[config.mk]
export PLATFORM = sky130hd
export DESIGN_NAME = multiplicador_secuencial
export DESIGN_NICKNAME = d
export VERILOG_FILES = /design/src/rtl/multiplicador_secuencial.sv
export SDC_FILE = /design/constraint.sdc
export NUM_CORES = 1
export LEC_CHECK = 0
export CORE_UTILIZATION = 60
export CTS_CLUSTER_SIZE = 8
export DETAILED_ROUTE_END_ITERATION = 8
export PLACE_DENSITY = 0.82
export SLEW_MARGIN = 20
export SYNTH_ARGS = -nofsm -noshare
export SYNTH_HDL_FRONTEND = slang
export SYNTH_SLANG_ARGS = --single-unit
[constraint.sdc]
create_clock -name clk -period 9.49 [get_ports clk]
set_input_delay 0.949 -clock clk [delete_from_list [all_inputs] [get_ports clk]]
set_output_delay 0.949 -clock clk [all_outputs]
set_load 0.02 [all_outputs]
[src/rtl/multiplicador_secuencial.sv]
// Sequential signed fixed-point multiplier with symmetric saturation.
//
// Radix-2 shift-add core: operand magnitudes are multiplied one multiplier
// bit per clock, then the product is rescaled by 2^frac, saturated to
// +/-(2^largo - 1) and re-signed. The output format and saturation range
// match the downstream saturating adder, which can consume y unmodified.
//
// Ports:
//   clk    system clock, rising edge
//   reset  asynchronous, active-high reset
//   start  operation request, sampled only in idle
//   a, b   signed operands (largo+1 bits), captured when start is accepted
//   y      signed saturated product, registered, held until the next result
//   done   one-cycle pulse: y/ovf/unf are valid for the new result
//   busy   high whenever the FSM is not idle
//   ovf    positive saturation flag for the current y
//   unf    negative saturation flag for the current y
module multiplicador_secuencial #(
  parameter int unsigned largo = 20,
  parameter int unsigned frac  = 10
) (
  input  logic           clk,
  input  logic           reset,
  input  logic           start,
  input  logic [largo:0] a,
  input  logic [largo:0] b,
  output logic [largo:0] y,
  output logic           done,
  output logic           busy,
  output logic           ovf,
  output logic           unf
);

  localparam int unsigned W  = largo + 1;
  localparam int unsigned AW = 2 * W;
  localparam int unsigned CW = $clog2(W);

  localparam logic [W-1:0]  MaxSat = {1'b0, {largo{1'b1}}};
  localparam logic [W-1:0]  MinSat = {1'b1, {(largo - 1){1'b0}}, 1'b1};
  localparam logic [AW-1:0] MaxMag = {{(AW - largo){1'b0}}, {largo{1'b1}}};

  typedef enum logic [1:0] {StIdle, StMult, StSat, StDone} state_e;

  state_e state_q, state_d;

  logic [AW-1:0] acc_q;
  logic [AW-1:0] mcand_q;
  logic [W-1:0]  mplier_q;
  logic [CW-1:0] cnt_q;
  logic          sign_q;

  logic [W-1:0]  a_mag;
  logic [W-1:0]  b_mag;
  logic [AW-1:0] prod_mag;
  logic          sat;

  // Magnitudes are kept unsigned at full width so -2^largo maps to 2^largo
  // without wrapping.
  assign a_mag    = a[largo] ? -a : a;
  assign b_mag    = b[largo] ? -b : b;
  // Truncating the magnitude rounds toward zero for both signs.
  assign prod_mag = acc_q >> frac;
  assign sat      = (prod_mag > MaxMag);

  // State register
  always_ff @(posedge clk or posedge reset) begin
    if (reset) begin
      state_q <= StIdle;
    end else begin
      state_q <= state_d;
    end
  end

  // Next-state logic
  always_comb begin
    state_d = state_q;
    case (state_q)
      StIdle: if (start) state_d = StMult;
      StMult: if (cnt_q == CW'(largo)) state_d = StSat;
      StSat:  state_d = StDone;
      StDone: state_d = StIdle;
      default: state_d = StIdle;
    endcase
  end

  // Outputs decoded from state
  always_comb begin
    busy = (state_q != StIdle);
    done = (state_q == StDone);
  end

  // Datapath
  always_ff @(posedge clk or posedge reset) begin
    if (reset) begin
      acc_q    <= '0;
      mcand_q  <= '0;
      mplier_q <= '0;
      cnt_q    <= '0;
      sign_q   <= 1'b0;
      y        <= '0;
      ovf      <= 1'b0;
      unf      <= 1'b0;
    end else begin
      case (state_q)
        StIdle: begin
          if (start) begin
            mcand_q  <= {{W{1'b0}}, a_mag};
            mplier_q <= b_mag;
            acc_q    <= '0;
            cnt_q    <= '0;
            sign_q   <= a[largo] ^ b[largo];
          end
        end
        StMult: begin
          // LSB-first: the multiplicand is pre-shifted into place each step.
          if (mplier_q[0]) acc_q <= acc_q + mcand_q;
          mcand_q  <= mcand_q << 1;
          mplier_q <= mplier_q >> 1;
          cnt_q    <= cnt_q + CW'(1);
        end
        StSat: begin
          if (sat) begin
            y   <= sign_q ? MinSat : MaxSat;
            ovf <= ~sign_q;
            unf <= sign_q;
          end else begin
            // A zero magnitude negates to zero, so no negative zero appears.
            y   <= sign_q ? -prod_mag[W-1:0] : prod_mag[W-1:0];
            ovf <= 1'b0;
            unf <= 1'b0;
          end
        end
        default: ;
      endcase
    end
  end

endmodule

==> impl_metrics.py, run 1 <==
metrics = {
    "pwr": {
        "p_seq_share_pct": 30.1,
        "clockPowerShare_pct": 20.8,
        "p_sw_mw": 1.361,
        "p_int_mw": 1.855,
        "powerDensity_mw_per_mm2": 306.5,
        "sw_frac_of_total_pct": 42.33,
        "combPwrFrac_pct": 49.1,
        "vdd_ir_drop_max_v": 0.0001838,
        "cellLeakagePower_nw": 4.630,
    },
    "yosys": {
        "synth_area_sq_mm": 0.009111,
        "synth-edff-count": 0,
        "synth_ff_type": "dfrtp_1",
        "async_reset_ff_share_pct": 100.0,
        "synth.ff_latch_count": 136,
        "synth_nets": 1175,
        "ys_seq_area_share_pct": 37.35,
        "ys_warn_count": 0,
        "ys_types": 65,
        "syn_inst": 1078,
        "synth.avg_cell_area_sq_um": 8.452,
    },
    "timing": {
        "hold_violations": 0,
        "fmaxAchievable_mhz": 273.9,
        "rsz0062_at_grt": "no",
        "finClkSkew_ns": 0.01139,
        "setup_ws_ns": 5.839,
        "drv_slew": 0,
        "relSlewSlack_pct": 35.90,
        "fin_crit_sh_pct": 38.47,
        "fin_setup_tns_ns": 0,
        "setup_viol": 0,
        "tightestPinTransition_ns": 0.9615,
        "period_minus_slack_ns": 3.651,
    },
    "routing": {
        "top_layer": "met4",
        "wl_per_cell_um": 15.70,
        "viasPerCell": 6.040,
        "wl_met2_um": 9483,
        "drt-met1-wl_um": 9865,
        "drtAntennaViolNets": 0,
        "wl_met3_um": 963,
        "drt_iter0_drc": 506,
        "route.detailed.drc": 8,
        "drt_first_pass_iters": 9,
        "via_count": 7930,
        "routed_wl_um": 20610,
    },
    "final_layout": {
        "final_cells": 1313,
        "layout_common_cells": "136 x dfrtp_1, 130 x nand2_1, 124 x o21ai_0",
        "diodes": 0,
        "final_common_cell": "dfrtp_1",
        "final_area_sq_mm": 0.01049,
        "nets": 1213,
        "area_delta_synth_final_pct": 15.17,
        "drive_above_1_share_pct": 6.377,
    },
    "grt": {
        "grt_max_degree": 83,
        "first_global_vias": 7443,
        "antenna_found_initial": 0,
        "grt_overflow": 0,
        "track_usage_pct": 28.19,
        "grt_first_pass_wirelength_um": 35740,
    },
    "min_path": {
        "hold_class": "register to register",
    },
    "floorplan": {
        "core_sq_mm": 0.01470,
        "fp.dieArea_sq_mm": 0.01568,
        "row_count": 44,
        "io-pin-count": 70,
        "dieHeight_um": 125.2,
        "die_w_um": 125.2,
        "start_util_pct": 61.99,
    },
    "placed_design": {
        "place.gp.congestion": 0.9099,
        "dpl.hpwl_um": 14510,
        "place_ws_ns": 5.748,
        "placed_cells": 1281,
        "dpl_cell_area_sq_mm": 0.009896,
        "io_buffer_count": 69,
    },
    "setup_path": {
        "crit_path_end_kind": "register",
        "critPathArrivalTime_ns": 3.93,
        "max_stage_delay_ns": 0.42,
        "crit_path_top_delay_cell": "dfrtp_1",
        "crit_chain": "inv_1 > ha_1 > or3b_4 > or3_4 > or3_4 > or3_4 > or3_4 > or3_1 > mux2_2 > o221ai_1 > o21ai_0",
        "start_kind": "register",
        "crit_required_ns": 9.77,
        "path_common_cell": "or3_4",
        "path_max_fanout": 5,
        "critical_path_class": "register to register",
        "r2r_slack_ns": 5.84,
    },
    "cts": {
        "cts_hold_buf": 0,
        "h-tree-depth": 4,
        "clk_latency_ns": 0.43,
        "cts.path.max_buffers": 2,
        "cts-resized-gates": 0,
        "cts_sinks": 136,
        "numCtsBuffers": 17,
        "postCtsSetupBuffers": 0,
        "clk_pin_slew_ns": 0.06,
        "cts_tree": "yes",
        "clockRootBuffer": "clkbuf_16",
    },
    "status": {
        "outcome": "finished with violations",
        "violations": "design-rule violations",
    },
    "flow_run": {
        "cap_viol_max_count": 0,
    },
}
==> final cells by class <==
type,instances,area [sq um]
multi-input cells,846,5364
fillers,1171,4205
repair buffers,77,750.7
flip-flops and latches,136,3403
clock inverters,12,151.4
clock buffers,20,446.7
well taps,184,230.2
inverters,38,147.6
==> critical path: cells and delay by family, from the launching register on <==
family	cells	cell delay (ns)
flops	1	0.42
fa+ha+maj	1	0.19
simple gates	6	2.23
mux	1	0.27
compound gates	2	0.30
buf+inv	1	0.09
==> registers in the layout, indices dropped and copies added (netlist names) <==
name      count
mplier_q     21
state_q       2
acc_q        42
mcand_q      42
unf           1
ovf           1
y            21
cnt_q         5
sign_q        1
==> routing by layer <==
metal	global-route usage, %	vias up
li1	-	3952
met1	39.80	3732
met2	44.13	223
met3	3.979	23
met4	10.90	0
met5	0	-
==> cell usage after synthesis (17+ instances only) <==
| cell | n | share of area (%) |
|---|---|---|
| a21o_1 | 20 | 1.6 |
| a22o_1 | 24 | 2.3 |
| xor2_1 | 47 | 4.5 |
| a21oi_1 | 97 | 5.3 |
| nor2_1 | 96 | 4.0 |
| o21ai_0 | 125 | 6.9 |
| clkbuf_1 | 47 | 1.9 |
| o31ai_1 | 17 | 1.4 |
| nand4_1 | 17 | 1.2 |
| xnor2_1 | 31 | 3.0 |
| ha_1 | 51 | 7.0 |
| inv_1 | 38 | 1.6 |
| nand2_1 | 130 | 5.4 |
| dfrtp_1 | 136 | 37 |
==> cells by family (layout without fill, tap and decap cells) <==
group	count (synthesis)	in the layout	synth area share (%)
multiplexers	17	17	2.060
AO/OA/AOI/OAI	361	361	24.53
flip-flops	136	136	37.35
adder cells (fa/ha/maj)	52	52	7.223
XOR/XNOR	78	78	7.498
buffers and inverters	96	147	3.969
AND/OR/NAND/NOR	338	338	17.37
==> stage by stage <==
stage | hold WS [ns] | power (mW) | utilization, %
after CTS | 0.4778 | 3.218 | 71.39
after detailed placement | 0.4649 | 2.530 | 67.32
after global placement | 0.4577 | 2.483 | 67.32
after global routing | 0.5044 | 3.470 | 71.39
final | 0.4753 | 3.216 | 71.39
after floorplan | 0.4446 | 2.115 | -
==> power groups by stage <==
stage	combinational, mW	sequential (mW)	clock, mW
2_1_floorplan	1.16	0.955	0
3_3_place_gp	1.52	0.966	0
3_5_place_dp	1.56	0.971	0
4_1_cts	1.58	0.965	0.674
5_1_grt	1.77	0.996	0.702
6_report	1.58	0.967	0.669
==> worst paths after layout <==
kind / start / end / depth (start not counted)
setup / recovery: acc_q[10]$_DFFE_PP0P_ / y[18]$_DFFE_PP0P_ / 11
hold / removal: mplier_q[18]$_DFFE_PP0P_ / mplier_q[18]$_DFFE_PP0P_ / 2
setup reg to reg: acc_q[10]$_DFFE_PP0P_ / y[18]$_DFFE_PP0P_ / 11
hold reg to reg: mplier_q[18]$_DFFE_PP0P_ / mplier_q[18]$_DFFE_PP0P_ / 2
max in group asynchronous: reset / mplier_q[4]$_DFFE_PP0P_ / 3
min in group asynchronous: reset / y[2]$_DFFE_PP0P_ / 2
No activity file was read; power rests on OpenSTA's default activity.
==> run 2: changes to the inputs <==
==> constraint.sdc (replaced) <==
create_clock -name clk -period 3.85 [get_ports clk]
set_input_delay 0.385 -clock clk [delete_from_list [all_inputs] [get_ports clk]]
set_output_delay 0.385 -clock clk [all_outputs]
set_load 0.02 [all_outputs]
==> run 2 against run 1 <==
Maximum frequency increased by 1.9%. Utilization increased by 0.44 points. Routed wire length about the same. Critical endpoint unchanged. Total power increased by 150%. Flip-flop and latch count unchanged. First-iteration DRC count increased by 15%. The run still ends with design-rule violations left.
==> impl_metrics.py, run 2 (synthesis results as in run 1) <==
metrics = {
    "placed_design": {
        "place_ws_ns": 0.2552,
        "place.gp.congestion": 0.8961,
        "dpl.hpwl_um": 14600,
        "io_buffer_count": 69,
    },
    "floorplan": {
        "die_w_um": 125.2,
        "core_sq_mm": 0.01470,
        "start_util_pct": 61.99,
        "fp.dieArea_sq_mm": 0.01568,
        "row_count": 44,
        "dieHeight_um": 125.2,
        "io-pin-count": 70,
    },
    "setup_path": {
        "r2r_slack_ns": 0.27,
        "crit_path_end_kind": "register",
        "crit_required_ns": 4.12,
        "critPathArrivalTime_ns": 3.86,
        "critical_path_class": "register to register",
        "path_max_fanout": 5,
        "start_kind": "register",
    },
    "status": {
        "violations": "design-rule violations",
        "outcome": "finished with violations",
    },
    "grt": {
        "grt_first_pass_wirelength_um": 35330,
        "antenna_found_initial": 0,
        "grt_overflow": 0,
        "first_global_vias": 7436,
        "track_usage_pct": 27.84,
        "grt_max_degree": 137,
    },
    "pwr": {
        "combPwrFrac_pct": 49.7,
        "sw_frac_of_total_pct": 41.52,
        "p_total_mw": 8.005,
        "p_int_mw": 4.681,
        "p_sw_mw": 3.324,
        "clockPowerShare_pct": 21.2,
        "powerDensity_mw_per_mm2": 758.1,
        "vdd_ir_drop_max_v": 0.0004391,
        "cellLeakagePower_nw": 4.661,
        "p_seq_share_pct": 29.1,
    },
    "cts": {
        "clockRootBuffer": "clkbuf_16",
        "numCtsBuffers": 17,
        "cts-resized-gates": 0,
        "postCtsSetupBuffers": 0,
        "clk_latency_ns": 0.42,
        "h-tree-depth": 4,
        "cts_hold_buf": 0,
        "clk_pin_slew_ns": 0.05,
        "cts_sinks": 136,
        "cts.path.max_buffers": 2,
        "cts_tree": "yes",
    },
    "routing": {
        "drtAntennaViolNets": 0,
        "via_count": 8018,
        "route.detailed.drc": 14,
        "routed_wl_um": 20620,
        "viasPerCell": 6.088,
        "drt_first_pass_iters": 7,
        "wl_per_cell_um": 15.65,
        "drt_iter0_drc": 580,
    },
    "timing": {
        "finClkSkew_ns": 0.006631,
        "hold_violations": 0,
        "fmaxAchievable_mhz": 279.1,
        "setup_ws_ns": 0.2668,
        "fin_setup_tns_ns": 0,
        "tightestPinTransition_ns": 0.8028,
        "fin_crit_sh_pct": 93.07,
        "rsz0062_at_grt": "no",
        "drv_slew": 0,
        "setup_viol": 0,
        "relSlewSlack_pct": 46.48,
        "period_minus_slack_ns": 3.583,
    },
    "final_layout": {
        "diodes": 0,
        "area_delta_synth_final_pct": 15.89,
        "final_common_cell": "dfrtp_1",
        "nets": 1218,
        "fillers": 1148,
        "top_regs": "acc_q (42), mcand_q (42)",
        "layout_common_cells": "136 x dfrtp_1, 130 x nand2_1, 124 x o21ai_0",
        "drive_above_1_share_pct": 6.708,
    },
    "min_path": {
        "hold_class": "input pin to async pin",
    },
    "flow_run": {
        "cap_viol_max_count": 0,
    },
}
==> run 2: changes by cell type in the layout (fill, tap and decap cells not counted), sizes merged <==
cell	previous run	this run
buf	8	13
clkinv	7	4
clkbuf	20	22
bufinv	3	4
inv	38	37
==> run 2: power by group through the flow <==
| stage | combinational, mW | clock (mW) | sequential [mW] |
|---|---|---|---|
| 5_1_grt | 4.46 | 1.78 | 2.40 |
| 6_report | 3.98 | 1.69 | 2.33 |
| 3_3_place_gp | 3.83 | 0 | 2.33 |
| 2_1_floorplan | 2.86 | 0 | 2.36 |
| 3_5_place_dp | 3.94 | 0 | 2.35 |
| 4_1_cts | 3.97 | 1.71 | 2.33 |
==> run 2: worst paths after layout <==
path                                  startpoint                      end  cells after the start
min in group clk               y[12]$_DFFE_PP0P_        y[12]$_DFFE_PP0P_                      1
max reg2reg                acc_q[11]$_DFFE_PP0P_        y[18]$_DFFE_PP0P_                     11
max in group asynchronous                  reset  mcand_q[21]$_DFFE_PP0P_                      3
min                                        reset         y[5]$_DFFE_PP0P_                      3
max                        acc_q[11]$_DFFE_PP0P_        y[18]$_DFFE_PP0P_                     11
min reg2reg                    y[12]$_DFFE_PP0P_        y[12]$_DFFE_PP0P_                      1
==> run 2: metal layers <==
layer / global-route usage, % / routed length [um] / part of all wire, % / up-vias
met5: 0 / 0 / 0 / -
met4: 7.747 / 222 / 1.1 / 0
met3: 5.178 / 963 / 4.7 / 24
met2: 45.68 / 9699 / 47 / 230
met1: 37.88 / 9731 / 47 / 3784
li1: - / - / - / 3980
==> run 2: layout make-up <==
cell class / count / area (sq um) / area share [%]
Clock buffer: 22 / 464.2 / 4.396
Inverter: 38 / 146.4 / 1.386
Clock inverter: 9 / 147.6 / 1.398
Timing Repair Buffer: 82 / 800.8 / 7.584
Sequential cell: 136 / 3403 / 32.23
Multi-Input combinational cell: 846 / 5366 / 50.82
Tap cell: 184 / 230.2 / 2.180
==> run 2: through the flow <==
step,hold slack [ns],util (%),cell area [sq um],instances
6_report,0.4319,71.83,10560,1317
5_1_grt,0.4893,71.83,10560,1317
4_1_cts,0.4801,71.82,10560,1317
3_5_place_dp,0.4674,67.65,9945,1286
3_3_place_gp,0.4594,67.65,9945,1286
2_1_floorplan,0.4446,-,9115,1078
==> run 2: critical path: stages, from the launching register on <==
cell and delay, ns:
dfrtp_1 0.43, inv_1 0.08, ha_1 0.17, or3b_4 0.40, or3_4 0.35, or3_4 0.39, or3_4 0.38, or3_4 0.34
or3_1 0.34, mux2_2 0.28, o221ai_1 0.16, o21ai_0 0.11
==> run 3: changes to the inputs <==
--- a/config.mk
+++ b/config.mk
@@ -5,10 +5,11 @@
 export SDC_FILE = /design/constraint.sdc
 export NUM_CORES = 1
 export LEC_CHECK = 0
-export CORE_UTILIZATION = 60
+export CORE_UTILIZATION = 55
+export CTS_CLUSTER_DIAMETER = 30
 export CTS_CLUSTER_SIZE = 8
 export DETAILED_ROUTE_END_ITERATION = 8
-export PLACE_DENSITY = 0.82
+export PLACE_DENSITY = 0.76
 export SLEW_MARGIN = 20
 export SYNTH_ARGS = -nofsm -noshare
 export SYNTH_HDL_FRONTEND = slang
==> run 3 against run 2 <==
The flow now finishes without violations. Sequential power is essentially flat. Routed wire length down 0.94%. Non-clock buffer count decreased by 1. Maximum frequency down 1.1%. Global-route usage shrank 2.1 points. Clock power is 4% lower. Count of clock-buffer cells in the layout rose by 3. Register-to-register slack got worse by 0.04 ns. Via count shrank 1.8%.
==> impl_metrics.py, run 3 (synthesis results as in run 1) <==
metrics = {
    "floorplan": {
        "core_sq_mm": 0.01600,
        "row_count": 46,
        "dieHeight_um": 130.7,
        "die_w_um": 130.7,
        "start_util_pct": 56.94,
        "io-pin-count": 70,
        "fp.dieArea_sq_mm": 0.01709,
    },
    "routing": {
        "drt_first_pass_iters": 5,
        "via_count": 7871,
        "drtAntennaViolNets": 0,
        "route.detailed.drc": 0,
        "routed_wl_um": 20420,
        "viasPerCell": 5.835,
        "drt_iter0_drc": 506,
        "wl_per_cell_um": 15.14,
    },
    "timing": {
        "setup_ws_ns": 0.2270,
        "relSlewSlack_pct": 28.66,
        "hold_violations": 0,
        "tightestPinTransition_ns": 1.070,
        "fin_crit_sh_pct": 94.10,
        "finClkSkew_ns": 0.006570,
        "fmaxAchievable_mhz": 276.0,
        "period_minus_slack_ns": 3.623,
        "setup_viol": 0,
        "drv_slew": 0,
        "fin_setup_tns_ns": 0,
        "rsz0062_at_grt": "no",
    },
    "placed_design": {
        "dpl.hpwl_um": 14750,
        "place_ws_ns": 0.2386,
        "place.gp.congestion": 0.9146,
        "io_buffer_count": 69,
    },
    "pwr": {
        "p_int_mw": 4.615,
        "clockPowerShare_pct": 20.5,
        "powerDensity_mw_per_mm2": 747.5,
        "p_sw_mw": 3.297,
        "p_seq_share_pct": 29.8,
        "p_total_mw": 7.912,
        "sw_frac_of_total_pct": 41.67,
        "cellLeakagePower_nw": 4.653,
        "vdd_ir_drop_max_v": 0.0005264,
        "combPwrFrac_pct": 49.7,
    },
    "cts": {
        "h-tree-depth": 4,
        "cts-resized-gates": 0,
        "cts.path.max_buffers": 2,
        "clk_latency_ns": 0.42,
        "cts_tree": "yes",
        "clockRootBuffer": "clkbuf_16",
        "numCtsBuffers": 17,
        "cts_hold_buf": 0,
        "clk_pin_slew_ns": 0.06,
        "cts_sinks": 136,
        "postCtsSetupBuffers": 0,
    },
    "final_layout": {
        "final_common_cell": "dfrtp_1",
        "diodes": 0,
        "layout_common_cells": "136 x dfrtp_1, 130 x nand2_1, 124 x o21ai_0",
        "nets": 1217,
        "final-seq-area_sq_mm": 0.003403,
        "area_delta_synth_final_pct": 16.18,
        "top_regs": "acc_q (42), mcand_q (42)",
        "drive_above_1_share_pct": 6.620,
        "final_util_pct": 66.16,
        "fillers": 1397,
        "multiInputGateArea_sq_mm": 0.005364,
    },
    "setup_path": {
        "r2r_start": "acc_q[10]$_DFFE_PP0P_",
        "path_max_fanout": 5,
        "r2r_slack_ns": 0.23,
        "crit_required_ns": 4.11,
        "critPathLaunch": "acc_q[10]$_DFFE_PP0P_",
        "start_kind": "register",
        "critical_path_class": "register to register",
        "crit_end": "y[20]$_DFFE_PP0P_",
        "r2r-end": "y[20]$_DFFE_PP0P_",
        "critPathArrivalTime_ns": 3.89,
        "crit_path_end_kind": "register",
        "ff2ff_path_depth": 11,
    },
    "grt": {
        "grt_first_pass_wirelength_um": 34400,
        "grt_max_degree": 137,
        "first_global_vias": 7198,
        "antenna_found_initial": 0,
        "track_usage_pct": 25.70,
        "grt_overflow": 0,
    },
    "min_path": {
        "hold_class": "register to register",
    },
    "status": {
        "outcome": "completed",
    },
    "flow_run": {
        "cap_viol_max_count": 0,
    },
}
[run 3: layout make-up]
class | count | share of cell area (%)
multi-input cells | 846 | 50.67
clock inverters | 7 | 0.8511
flip-flops and latches | 136 | 32.15
inverters | 38 | 1.383
repair buffers | 81 | 7.612
well taps | 216 | 2.553
clock buffers | 25 | 4.775
[run 3: worst min-delay path by stage]
stage                        startpoint                       end  slack [ns]  depth (start not counted)
6_report        mplier_q[3]$_DFFE_PP0P_   mplier_q[3]$_DFFE_PP0P_        0.48                          2
5_1_grt         mplier_q[2]$_DFFE_PP0P_   mplier_q[2]$_DFFE_PP0P_        0.51                          2
4_1_cts        mplier_q[19]$_DFFE_PP0P_  mplier_q[19]$_DFFE_PP0P_        0.48                          2
3_5_place_dp   mplier_q[19]$_DFFE_PP0P_  mplier_q[19]$_DFFE_PP0P_        0.47                          2
3_3_place_gp   mplier_q[19]$_DFFE_PP0P_  mplier_q[19]$_DFFE_PP0P_        0.46                          2
2_1_floorplan  mplier_q[18]$_DFFE_PP0P_  mplier_q[18]$_DFFE_PP0P_        0.44                          2
[run 3: worst max-delay path: stages, from the launching register on]
cell	delay (ns)
dfrtp_1	0.43
inv_1	0.08
ha_1	0.18
or3b_4	0.40
or3_4	0.35
or3_4	0.40
or3_4	0.38
or3_4	0.34
or3_1	0.35
or4_1	0.40
nand3_1	0.09
o21ai_1	0.08
[run 3: through the flow]
step | hold slack [ns] | instances | area, sq um
after floorplan | 0.4446 | 1078 | 9115
after global placement | 0.4581 | 1317 | 9990
after detailed placement | 0.4702 | 1317 | 9990
after CTS | 0.4829 | 1349 | 10590
after global routing | 0.5138 | 1349 | 10590
final | 0.4805 | 1349 | 10590
[run 3: power groups by stage]
stage	registers [mW]	clock network, mW	logic [mW]
floorplan	2.36	0	2.86
global route	2.44	1.70	4.44
detailed placement	2.38	0	3.91
global placement	2.36	0	3.82
finish	2.36	1.62	3.93
CTS	2.36	1.65	3.93
[run 3: layer usage]
layer	part of all wire [%]	track usage [%]	vias to the layer above
li1	-	-	3973
met4	1.7	8.790	0
met5	0	0	-
met1	49	35.98	3675
met3	4.5	4.438	27
met2	45	40.27	196
==> patch 1 (flow settings as in run 1) <==
`largo`: 20 -> 10.
--- a/src/rtl/multiplicador_secuencial.sv
+++ b/src/rtl/multiplicador_secuencial.sv
@@ -18,3 +18,3 @@
 module multiplicador_secuencial #(
-  parameter int unsigned largo = 20,
+  parameter int unsigned largo = 10,
   parameter int unsigned frac  = 10
Interface: changed (resized a, b and y); port bits go from 70 to 40. The function was not compared with the original's and may differ.
==> patch 1 against run 1 <==
- sequential cell count is 61 lower
- highest routed layer unchanged
- worst setup slack improved by 490 ps
- global-route usage grew 0.20 points
- total power shrank 55%
- wire length fell by 45%
- final cell count fell by 47%
- combinational power down 56%
- count of clock-buffer cells in the layout is 10 lower
- core utilization shrank 0.60 points
- design area fell by 47%
- synthesized area shrank 46%
==> patch 1: results (changes against run 1) <==
outcome:
  status: "complete, no violations"  # was complete, but fails checks
hold_path:
  hold_start: "mplier_q[9]$_DFFE_PP0P_"  # was mplier_q[18]$_DFFE_PP0P_
power:
  peakVddDrop_mv: 0.186  # was 0.184 mV
  p_leak_nw: 2.55  # was 4.63 nW
route:
  dr.pass1.iters: 5  # was 9
  wl_per_cell_um: 16.3  # was 15.7 um
  via_count: 4272  # was 7930
  drt_iter0_markers: 230  # was 506
setup_path:
  cp_max_fo: 24  # was 5
  crit_start: "start"  # was acc_q[10]$_DFFE_PP0P_
  critPathMaxStageDelay_ps: 650  # was 420 ps
  crit_path_top_delay_cell: "nand2_1"  # was dfrtp_1
  crit-reg2reg-launch: "state_q[0]$_DFFE_PP0P_"  # was acc_q[10]$_DFFE_PP0P_
  r2r_cells: 8  # was 11
  worstPathArrival_ps: 3400  # was 3930 ps
timing:
  skew_ps: 16.2  # was 11.4 ps
  worstMarginPinSlew_ps: 951  # was 961 ps
placement:
  place_congestion: 0.895  # was 0.910
  place_inst: 681  # was 1281
  port_buffers: 39  # was 69
  hpwlAfterDp_mm: 8.18  # was 14.5 mm
synth:
  synthDistinctLibCells: 63  # was 65
  ys_seq_area_frac: 0.380  # was 0.374
  synth_common_cells: "76 x nand2_1, 75 x dfrtp_1, 62 x o21ai_0, 46 x nor2_1, 42 x a21oi_1"  # was 136 x dfrtp_1, 130 x nand2_1, 125 x o21ai_0, 97 x a21oi_1, 96 x nor2_1
  syn_nets: 620  # was 1175
  avgSynthCellArea_um2: 8.78  # was 8.45 um2
  ys_warn_count: 0  # unchanged
  synth.area.top_cells: "dfrtp_1 38%, ha_1 7.8%, o21ai_0 6.3%"  # was dfrtp_1 37%, ha_1 7.0%, o21ai_0 6.9%
layout:
  reg.largest.list: "acc_q x22, mcand_q x22"  # was acc_q x42, mcand_q x42
  layout-drive-gt1-share: 0.0655  # was 0.0638
  layout.cells.non_filler: 697  # was 1313
  fin_nets: 647  # was 1213
cts:
  clock_latency_ps: 360  # was 430 ps
  numCtsBuffers: 9  # was 17
  postCtsSetupBuffers: 0  # unchanged
  ctsHtreeMaxLevel: 3  # was 4
  clk_pin_slew_ps: 80  # was 60 ps
  root_buffer: "clkbuf_8"  # was clkbuf_16
  clockBufferDepth: 2  # unchanged
global_route:
  grt_max_degree: 76  # was 83
  grt_pass1_wl_mm: 19.3  # was 35.7 mm
  grt_pass1_vias: 4080  # was 7443
  grt_usage: 0.284  # was 0.282
[patch 1: changes by cell type after synthesis, moves of 14 or more]
cell and delta:
xor2_1 -24, o21ai_0 -63, nor2_1 -50, dfrtp_1 -61
nand4_1 -14, xnor2_1 -20, a21oi_1 -55, clkbuf_1 -29
ha_1 -20, nand2_1 -54
[patch 1: worst paths after layout]
path	to	slack (ps)
worst min-delay path	mplier_q[9]$_DFFE_PP0P_	490
worst min register to register	mplier_q[9]$_DFFE_PP0P_	490
worst max register to register	acc_q[17]$_DFFE_PP0P_	6580
min in group asynchronous	y[6]$_DFFE_PP0P_	1170
worst max-delay path	acc_q[17]$_DFFE_PP0P_	6330
max in group asynchronous	mcand_q[7]$_DFFE_PP0P_	7670
[patch 1: metrics by stage]
step | power (mW) | setup slack [ps] | utilization | cell area (um2) | hold WS, ps
after global placement | 1.14 | 6100 | 0.683 | 5360 | 462
after global routing | 1.55 | 6190 | 0.708 | 5560 | 528
after CTS | 1.44 | 6380 | 0.708 | 5560 | 493
after floorplan | 1.01 | 6630 | - | 4940 | 450
after detailed placement | 1.18 | 6000 | 0.683 | 5360 | 472
final | 1.44 | 6330 | 0.708 | 5560 | 488
[patch 1: metal layers]
| layer | GRT usage | vias to the layer above | routed length (um) |
|---|---|---|---|
| met2 | 0.486 | 130 | 5740 |
| met3 | 0.0575 | 25 | 517 |
| met1 | 0.360 | 2058 | 4900 |
| met4 | 0.0872 | 0 | 224 |
| li1 | - | 2059 | - |
| met5 | 0 | - | 0 |
[patch 1: cells by family after synthesis]
| group | synth area share |
|---|---|
| AOI/OAI and AO/OA | 0.238 |
| adders and majority gates | 0.0825 |
| muxes | 0.0299 |
| and+or+nand+nor | 0.162 |
| buffers and inverters | 0.0476 |
| xor gates and xnor gates | 0.0602 |
| DFF | 0.380 |
[patch 1: cell type report]
cell class,count,area [um2]
clock buffer,10,128
clock inverter,6,70.1
fill,621,2290
inverter,26,97.6
multi-input combinational,436,2840
sequential,75,1880
tap,102,128
timing repair buffer,42,413
[patch 1: critical path, delay by kind of cell]
| family | cells | cell delay (ps) |
|---|---|---|
| and+or+nand+nor | 4 | 1370 |
| AOI/OAI and AO/OA | 2 | 580 |
| buffers and inverters | 1 | 480 |
[patch 1: where the power goes]
| part | switching [mW] | total, mW | internal, mW |
|---|---|---|---|
| Clock | 0.128 | 0.252 | 0.124 |
| Sequential | 0.0801 | 0.492 | 0.412 |
| Combinational | 0.435 | 0.692 | 0.257 |
| Total | 0.643 | 1.44 | 0.793 |
==> patch 2 (config.mk and constraints of run 1) <==
Made on the original files. Make the reset (`reset`) synchronous in 2 clocked blocks. Comments in the files are not updated.
--- a/src/rtl/multiplicador_secuencial.sv
+++ b/src/rtl/multiplicador_secuencial.sv
@@ -65,3 +65,3 @@
   // State register
-  always_ff @(posedge clk or posedge reset) begin
+  always_ff @(posedge clk) begin
     if (reset) begin
@@ -92,3 +92,3 @@
   // Datapath
-  always_ff @(posedge clk or posedge reset) begin
+  always_ff @(posedge clk) begin
     if (reset) begin
Formal check against the unedited RTL: differs if reset is asserted again (counterexample within 4 cycles, from zero or initial values and one cycle with reset high); with reset held inactive, the same outputs for 10 cycles.
==> patch 2 against run 1 <==
- core utilization increased by 0.42 points
- non-clock buffer count increased by 3
- design area decreased by 3.9%
- wire length decreased by 1.6%
- final cell count increased by 3.4%
- sequential cell count unchanged
- synthesized area decreased by 3.9%
- worst setup slack improved by 4.1 ps
Power is not compared: it rests on default switching activity, and its combinational part moved more than twofold at a synthesized area within 25%.
==> patch 2: results (changes against run 1) <==
setup_path:
  critPathMaxStageDelay_ps: 560  # was 420 ps
  crit_start: "state_q[1]$_SDFFE_PP0P_"  # was acc_q[10]$_DFFE_PP0P_
  r2r_slack_ps: 5840  # about the same
  critical_path.top_delay_family: "buffers and inverters"  # was simple AND/OR/NAND/NOR gates
  crit_path_top_delay_cell: "and2_1"  # was dfrtp_1
  critical_path_class: "flop to flop"  # unchanged
  timing.rr.end: "acc_q[41]$_SDFFE_PP0P_"  # was y[18]$_DFFE_PP0P_
  r2r_cells: 12  # was 11
  cp_max_fo: 67  # was 5
synth:
  ys_seq_area_frac: 0.311  # was 0.374
  ys_warn_count: 0  # unchanged
  ys_async_sr_fraction: 0  # was 1.00
  synth.area.top_cells: "dfxtp_1 31%, ha_1 7.3%, a21oi_1 6.8%"  # was dfrtp_1 37%, ha_1 7.0%, o21ai_0 6.9%
  synthDistinctLibCells: 67  # was 65
  avgSynthCellArea_um2: 7.73  # was 8.45 um2
  syn_nets: 1229  # was 1175
  synth_common_cells: "147 x nand2_1, 136 x dfxtp_1, 119 x a21oi_1, 111 x nor2_1, 69 x o21ai_0"  # was 136 x dfrtp_1, 130 x nand2_1, 125 x o21ai_0, 97 x a21oi_1, 96 x nor2_1
cts:
  numCtsBuffers: 17  # unchanged
  cts_resized: 0  # unchanged
  clk_pin_slew_ps: 60  # about the same
  root_buffer: "clkbuf_16"  # unchanged
hold_path:
  hold_start: "mplier_q[16]$_SDFFE_PP0P_"  # was mplier_q[18]$_DFFE_PP0P_
  hp-class: "flop to flop"  # unchanged
  hold-path-endpoint: "mplier_q[16]$_SDFFE_PP0P_"  # was mplier_q[18]$_DFFE_PP0P_
  hold_depth: 2  # unchanged
outcome:
  status: "complete, no violations"  # was complete, but fails checks
layout:
  reg.largest.list: "acc_q x42, mcand_q x42"  # unchanged
  bufAreaShareNonClock: 0.0764  # was 0.0715
  layout-drive-gt1-share: 0.0535  # was 0.0638
  num-clock-buffers: 18  # was 20
  multi_input_cells: 899  # was 846
  final.fill_count: 1142  # was 1171
  fin_nets: 1261  # was 1213
  inv_count: 30  # was 38
  sh_seq_area: 0.270  # was 0.324
  seq_cells: 136  # unchanged
  clock_cell_area_share: 0.0562  # was 0.0570
  buffers: 80  # was 77
  multi_input_area_share: 0.564  # was 0.511
timing:
  skew_ps: 8.74  # was 11.4 ps
  worstMarginPinSlew_ps: 1110  # was 961 ps
placement:
  hpwlAfterDp_mm: 14.6  # was 14.5 mm
  place_congestion: 0.999  # was 0.910
  port_buffers: 69  # unchanged
power:
  power_mw: 2.13
  swShare: 0.388
  pwr-share-clk: 0.290
global_route:
  grt_max_degree: 74  # was 83
  met2_usage: 0.435  # was 0.441
  grt_pass1_vias: 7276  # was 7443
  grt_pass1_wl_mm: 33.8  # was 35.7 mm
  grtUsageMet3: 0.0441  # was 0.0398
  grt_usage: 0.279  # was 0.282
  use_met1: 0.383  # was 0.398
route:
  wl_per_cell_um: 14.9  # was 15.7 um
  drt_iter0_markers: 595  # was 506
  via_count: 8272  # was 7930
  postRouteWirelength_mm: 20.3  # was 20.6 mm
  dr.pass1.iters: 8  # was 9
==> patch 2: changes by cell type after synthesis, sizes merged, moves of 15 or more <==
cell,run 1,this run
dfrtp,136,0
dfxtp,0,136
o21ai,127,74
a22oi,0,36
a21oi,97,119
nand2,130,148
nor2,96,111
==> patch 2: kinds of logic after synthesis <==
kind of cell	share of synthesized area
xor gates and xnor gates	0.0750
and+or+nand+nor	0.207
DFF	0.311
AOI/OAI and AO/OA	0.280
muxes	0.00915
adders and majority gates	0.0752
buffers and inverters	0.0426
==> patch 2: per-layer routing <==
layer	vias up	share of wire
met5	-	0
met4	0	0.020
met3	37	0.054
met2	271	0.45
met1	3775	0.48
li1	4189	-
==> patch 2: stage by stage <==
stage	area [um2]	worst slack (ps)	utilization	hold slack (ps)
after floorplan	8760	6470	-	432
after global placement	9520	5930	0.678	441
after detailed placement	9520	5870	0.678	445
after CTS	10100	5860	0.718	453
after global routing	10100	5560	0.718	465
final	10100	5840	0.718	453
